## config.mk

```make
export PLATFORM = sky130hd
export DESIGN_NAME = vec_byte_serializer
export DESIGN_NICKNAME = d
export VERILOG_FILES = /design/src/rtl/vec_byte_serializer_pkg.sv /design/src/rtl/vec_byte_serializer.sv
export SDC_FILE = /design/constraint.sdc
export NUM_CORES = 1
export LEC_CHECK = 0
export ABC_AREA = 1
export CAP_MARGIN = 5
export CORE_UTILIZATION = 54
export CTS_BUF_LIST = sky130_fd_sc_hd__clkbuf_8
export DETAILED_ROUTE_END_ITERATION = 8
export GPL_ROUTABILITY_DRIVEN = 0
export PLACE_DENSITY = 0.87
export SKIP_LAST_GASP = 1
export SYNTH_ARGS = -nofsm -noshare
export SYNTH_HDL_FRONTEND = slang
export SYNTH_SLANG_ARGS = --single-unit
```

## constraint.sdc

```tcl
create_clock -name clk -period 3.2 [get_ports clk]
set_input_delay 0.32 -clock clk [delete_from_list [all_inputs] [get_ports clk]]
set_output_delay 0.32 -clock clk [all_outputs]
set_load 0.1 [all_outputs]
```

## src/rtl/vec_byte_serializer_pkg.sv

```systemverilog
// Shared widths, trailer constant and FSM encoding for the word-to-byte serializer.
// The trailer check is a helper function so every consumer agrees on the rule.
package vec_byte_serializer_pkg;

    localparam int BYTE_W    = 8;
    localparam int NUM_BYTES = 4;
    localparam int WORD_W    = BYTE_W * NUM_BYTES;
    localparam int IDX_W     = 2;
    localparam int CNT_W     = 16;

    localparam logic [1:0] TRAILER = 2'b11;

    typedef logic [0:0] state_t;
    localparam state_t ST_IDLE = 1'b0;
    localparam state_t ST_SEND = 1'b1;

    // True when the packer's fixed trailer bits are not present.
    function automatic logic trailer_bad(input logic [1:0] trl);
        return (trl != TRAILER);
    endfunction

endpackage

```

## src/rtl/vec_byte_serializer.sv

```systemverilog
// Serializes one captured 32-bit word {w,x,y,z} into four output beats, w first,
// flagging a bad trailer on the z byte and counting fully emitted words.
module vec_byte_serializer
    import vec_byte_serializer_pkg::*;
(
    input  logic                clk,
    input  logic                rst_n,
    input  logic                in_valid,
    output logic                in_ready,
    input  logic [BYTE_W-1:0]   w,
    input  logic [BYTE_W-1:0]   x,
    input  logic [BYTE_W-1:0]   y,
    input  logic [BYTE_W-1:0]   z,
    output logic                out_valid,
    input  logic                out_ready,
    output logic [BYTE_W-1:0]   out_data,
    output logic                out_last,
    output logic                trailer_err,
    output logic [CNT_W-1:0]    word_count
);

    state_t              r_state;
    logic [IDX_W-1:0]    r_idx;
    logic [WORD_W-1:0]   r_data;
    logic [CNT_W-1:0]    r_word_count;

    logic                w_out_valid;
    logic                w_last;
    logic                w_out_fire;
    logic                w_in_fire;
    logic                w_in_ready;
    logic [BYTE_W-1:0]   w_byte;

    // Handshake decode; in_ready reaches back through out_ready so a new word can
    // land on the same edge the z byte leaves.
    always_comb begin
        w_out_valid = (r_state == ST_SEND);
        w_last      = w_out_valid && (r_idx == 2'd3);
        w_out_fire  = w_out_valid && out_ready;
        w_in_ready  = (r_state == ST_IDLE) || (w_last && out_ready);
        w_in_fire   = in_valid && w_in_ready;
    end

    // Byte lane select, w occupies the top byte of the held word.
    always_comb begin
        w_byte = {BYTE_W{1'b0}};
        case (r_idx)
            2'd0:    w_byte = r_data[31:24];
            2'd1:    w_byte = r_data[23:16];
            2'd2:    w_byte = r_data[15:8];
            2'd3:    w_byte = r_data[7:0];
            default: w_byte = {BYTE_W{1'b0}};
        endcase
    end

    // FSM, word capture, byte index and emitted-word counter.
    always_ff @(posedge clk or negedge rst_n) begin
        if (!rst_n) begin
            r_state      <= ST_IDLE;
            r_idx        <= 2'd0;
            r_data       <= {WORD_W{1'b0}};
            r_word_count <= {CNT_W{1'b0}};
        end else begin
            case (r_state)
                ST_IDLE: begin
                    if (w_in_fire) begin
                        r_data  <= {w, x, y, z};
                        r_idx   <= 2'd0;
                        r_state <= ST_SEND;
                    end
                end
                ST_SEND: begin
                    if (w_out_fire) begin
                        if (r_idx != 2'd3) begin
                            r_idx <= r_idx + 2'd1;
                        end else begin
                            r_word_count <= r_word_count + 16'd1;
                            r_idx        <= 2'd0;
                            if (w_in_fire) begin
                                r_data <= {w, x, y, z};
                            end else begin
                                r_state <= ST_IDLE;
                            end
                        end
                    end
                end
                default: begin
                    r_state <= ST_IDLE;
                    r_idx   <= 2'd0;
                end
            endcase
        end
    end

    // Output drive; everything is forced to zero while no word is held.
    always_comb begin
        in_ready    = w_in_ready;
        out_valid   = w_out_valid;
        word_count  = r_word_count;
        if (w_out_valid) begin
            out_data    = w_byte;
            out_last    = w_last;
            trailer_err = w_last && trailer_bad(r_data[1:0]);
        end else begin
            out_data    = {BYTE_W{1'b0}};
            out_last    = 1'b0;
            trailer_err = 1'b0;
        end
    end

endmodule
```

==> results.yml <==
yosys:
  synth_cells: 302
  synth_top_area_share_pct: 50.70
  yosys_top_cell_by_area: "dfrtp_1"
  synth_xor_xnor_area_share_pct: 3.479
  synthesis.area_per_instance_um2: 8.336
  post_synthesis_simple_gate_area_fraction_pct: 30.27
  yosys.cell_types.count: 25
  sequential_area_share_after_synthesis_pct: 50.70
  ys_ff_latch: 51
  post_synth_fa_ha_maj_area_fraction_pct: 2.485
  synth_top_family_by_area: "simple AND/OR/NAND/NOR gates"
  synth.cell_area_um2: 2517
  synthesis.yosys.warnings: 0
  synth-compound-area-share_pct: 6.362
  post_synth_mux_area_share_pct: 0
  synth.net_count: 343
  top_cells_by_area_synth: "dfrtp_1, nand2_1, nand3_1"
die:
  floorplan.die.height_um: 70.28
  die-area_um2: 4939
  placement_rows: 24
  ios: 64
  design.core.area_um2: 4414
  fp.dieW_um: 70.28
  starting_density_pct: 57.03
routing:
  wl_um: 5708
  detail-route-antenna-nets: 0
  detailroute.via_count: 2214
  detail_route.iter0.violations: 157
  drt-wirelength-per-cell_um: 13.85
  detail_route.first_pass.iterations: 4
  ratio_of_routed_vias_to_standard_cells: 5.374
  drc_markers: 0
finish:
  most-common-layout-cells: "nand2_1, dfrtp_1, clkdlybuf4s50_1"
  layout.cells.most_common: "nand2_1"
  area_growth_syn_to_layout_pct: 28.33
  num_antenna_cells: 0
  fin_nets: 400
  drive_gt1_share_pct: 11.11
critical_path:
  end_kind: "primary output"
  crit_slowest_cell: "ha_1"
  worstPathArrival_ns: 2.12
  r2r_cells: 6
  worstPathCellList: "ha_1, nand3_2, nand2_2, buf_4"
  startpoint_type: "flip-flop"
  endpoint_required_time_on_the_critical_path_ns: 2.88
  max_stage_delay_ns: 0.44
  criticalPathCategory: "reg2out"
  critical_path_peak_fanout: 19
placed_design:
  buffer_ports.inserted: 63
  pre_cts_ws_ns: 0.9835
  place_hpwl_um: 4210
clock_network:
  cts_buffer_count: 5
  cts_tree: "done"
  worst_skew_pair.late_latency_ns: 0.30
  cts.clk_slew.worst_paths_ns: 0.09
  cts_num_sinks: 51
  clockBufferDepth: 2
  clock-root-buffer: "clkbuf_8"
  ctsResizeCount: 0
  ctsHoldBuffers: 0
  cts_htree_levels: 2
  cts.repair_timing.setup_buffer_count: 0
run_status:
  outcome: "completed"
timing:
  setup_repair_after_global_routing_missed_its_margin: "false"
  setup_ws_ns: 0.7584
  maxClockFrequency_mhz: 409.6
  max_slew.worst_pin.slew_ns: 1.106
  tns_ns: 0
  period_minus_slack_ns: 2.442
  timing.final.setup_violations: 0
  final_hold_viol_count: 0
  slew_headroom_pct: 26.30
  finalMaxSlewViolations: 0
  fin_skew_ns: 0.008538
  fin_crit_sh_pct: 76.30
grt:
  antenna_found_initial: 0
  first_global_vias: 2064
  grt_overflow: 0
  grt_max_degree: 52
  global_route.usage.total_pct: 24.53
  wire_length_of_the_first_global_routing_pass_um: 9473
pwr:
  peakVddDrop_mv: 0.8013
  power.static_leakage_nw: 1.597
  cellPowerDensity_nw_per_um2: 1049
hold_path:
  hp-class: "in2async"
run:
  max_cap_viol_count: 0
-- per-layer routing --
layer	up-vias	global-route usage, %	routed length, um	share of wire (%)
li1	1090	-	-	-
met1	1042	34.61	2610	46
met2	71	37.99	2693	47
met3	11	5.772	284	5.0
met4	0	6.667	120	2.1
met5	-	0	0	0
-- kinds of logic after synthesis --
family | count (synthesis)
AOI/OAI and AO/OA | 29
xor gates and xnor gates | 10
adders and majority gates | 5
buffers and inverters | 34
DFF | 51
and+or+nand+nor | 173
-- Yosys cell counts --
cell and number:
nand4_1 4, nor2_1 7, nand2_4 1, a31oi_1 8
nand2_1 105, a21o_1 1, buf_1 2, nand3_1 42
a21oi_1 9, buf_4 3, clkbuf_1 6, nor3_1 5
nor2_4 2, ha_1 5, buf_6 4, nand2_2 5
o21bai_1 1, xnor2_1 6, nor2_2 1, o21ai_1 1
o21ai_0 9, xor2_1 4, dfrtp_1 51, nand3_2 1
inv_1 19
-- area by class of cell --
type	count	area [um^2]
well taps	52	65.06
clock buffers	5	68.82
multi-input cells	217	1122
fillers	356	1184
clock inverters	3	16.27
flip-flops and latches	51	1276
repair buffers	65	610.6
inverters	19	71.32
-- through the flow --
stage	hold slack [ns]	instances	cell area, um^2	power (mW)	utilization, %
2_1_floorplan	0.02441	302	2567	2.605	-
3_3_place_gp	0.4517	404	3146	2.999	71.26
3_5_place_dp	0.4606	404	3146	3.045	71.26
4_1_cts	0.2598	412	3231	3.397	73.19
5_1_grt	0.3201	412	3231	3.554	73.19
6_report	0.2167	412	3231	3.390	73.19
-- power by group --
| group | switching [mW] | internal, mW | total [mW] | leakage, nW |
|---|---|---|---|---|
| Clock | 0.209 | 0.150 | 0.360 | 0.0453 |
| Sequential | 0.158 | 0.866 | 1.02 | 0.643 |
| Combinational | 1.53 | 0.473 | 2.01 | 0.908 |
-- state kept, by name, indices dropped and copies added, names as in the netlist --
signal and cells:
r_idx 2, r_data 32, out_valid 1, word_count 16
-- final timing paths --
path	startpoint	endpoint	slack, ns
setup reg to reg	r_idx[0]	r_data[21]	0.97
min in group clk	r_data[25]	r_data[25]	0.48
hold reg to reg	r_data[25]	r_data[25]	0.48
setup / recovery	r_idx[0]	in_ready	0.76
hold / removal	rst_n	r_data[19]	0.22
max in group asynchronous	rst_n	word_count[1]	2.30
-- worst max-delay path: cells and delay by family, from the launching register on --
kind                       cells  cell delay (ns)
adders and majority gates      1             0.44
and+or+nand+nor                2             0.58
DFF                            1             0.42
buffers and inverters          1             0.37
No activity file was read; power rests on OpenSTA's default activity.
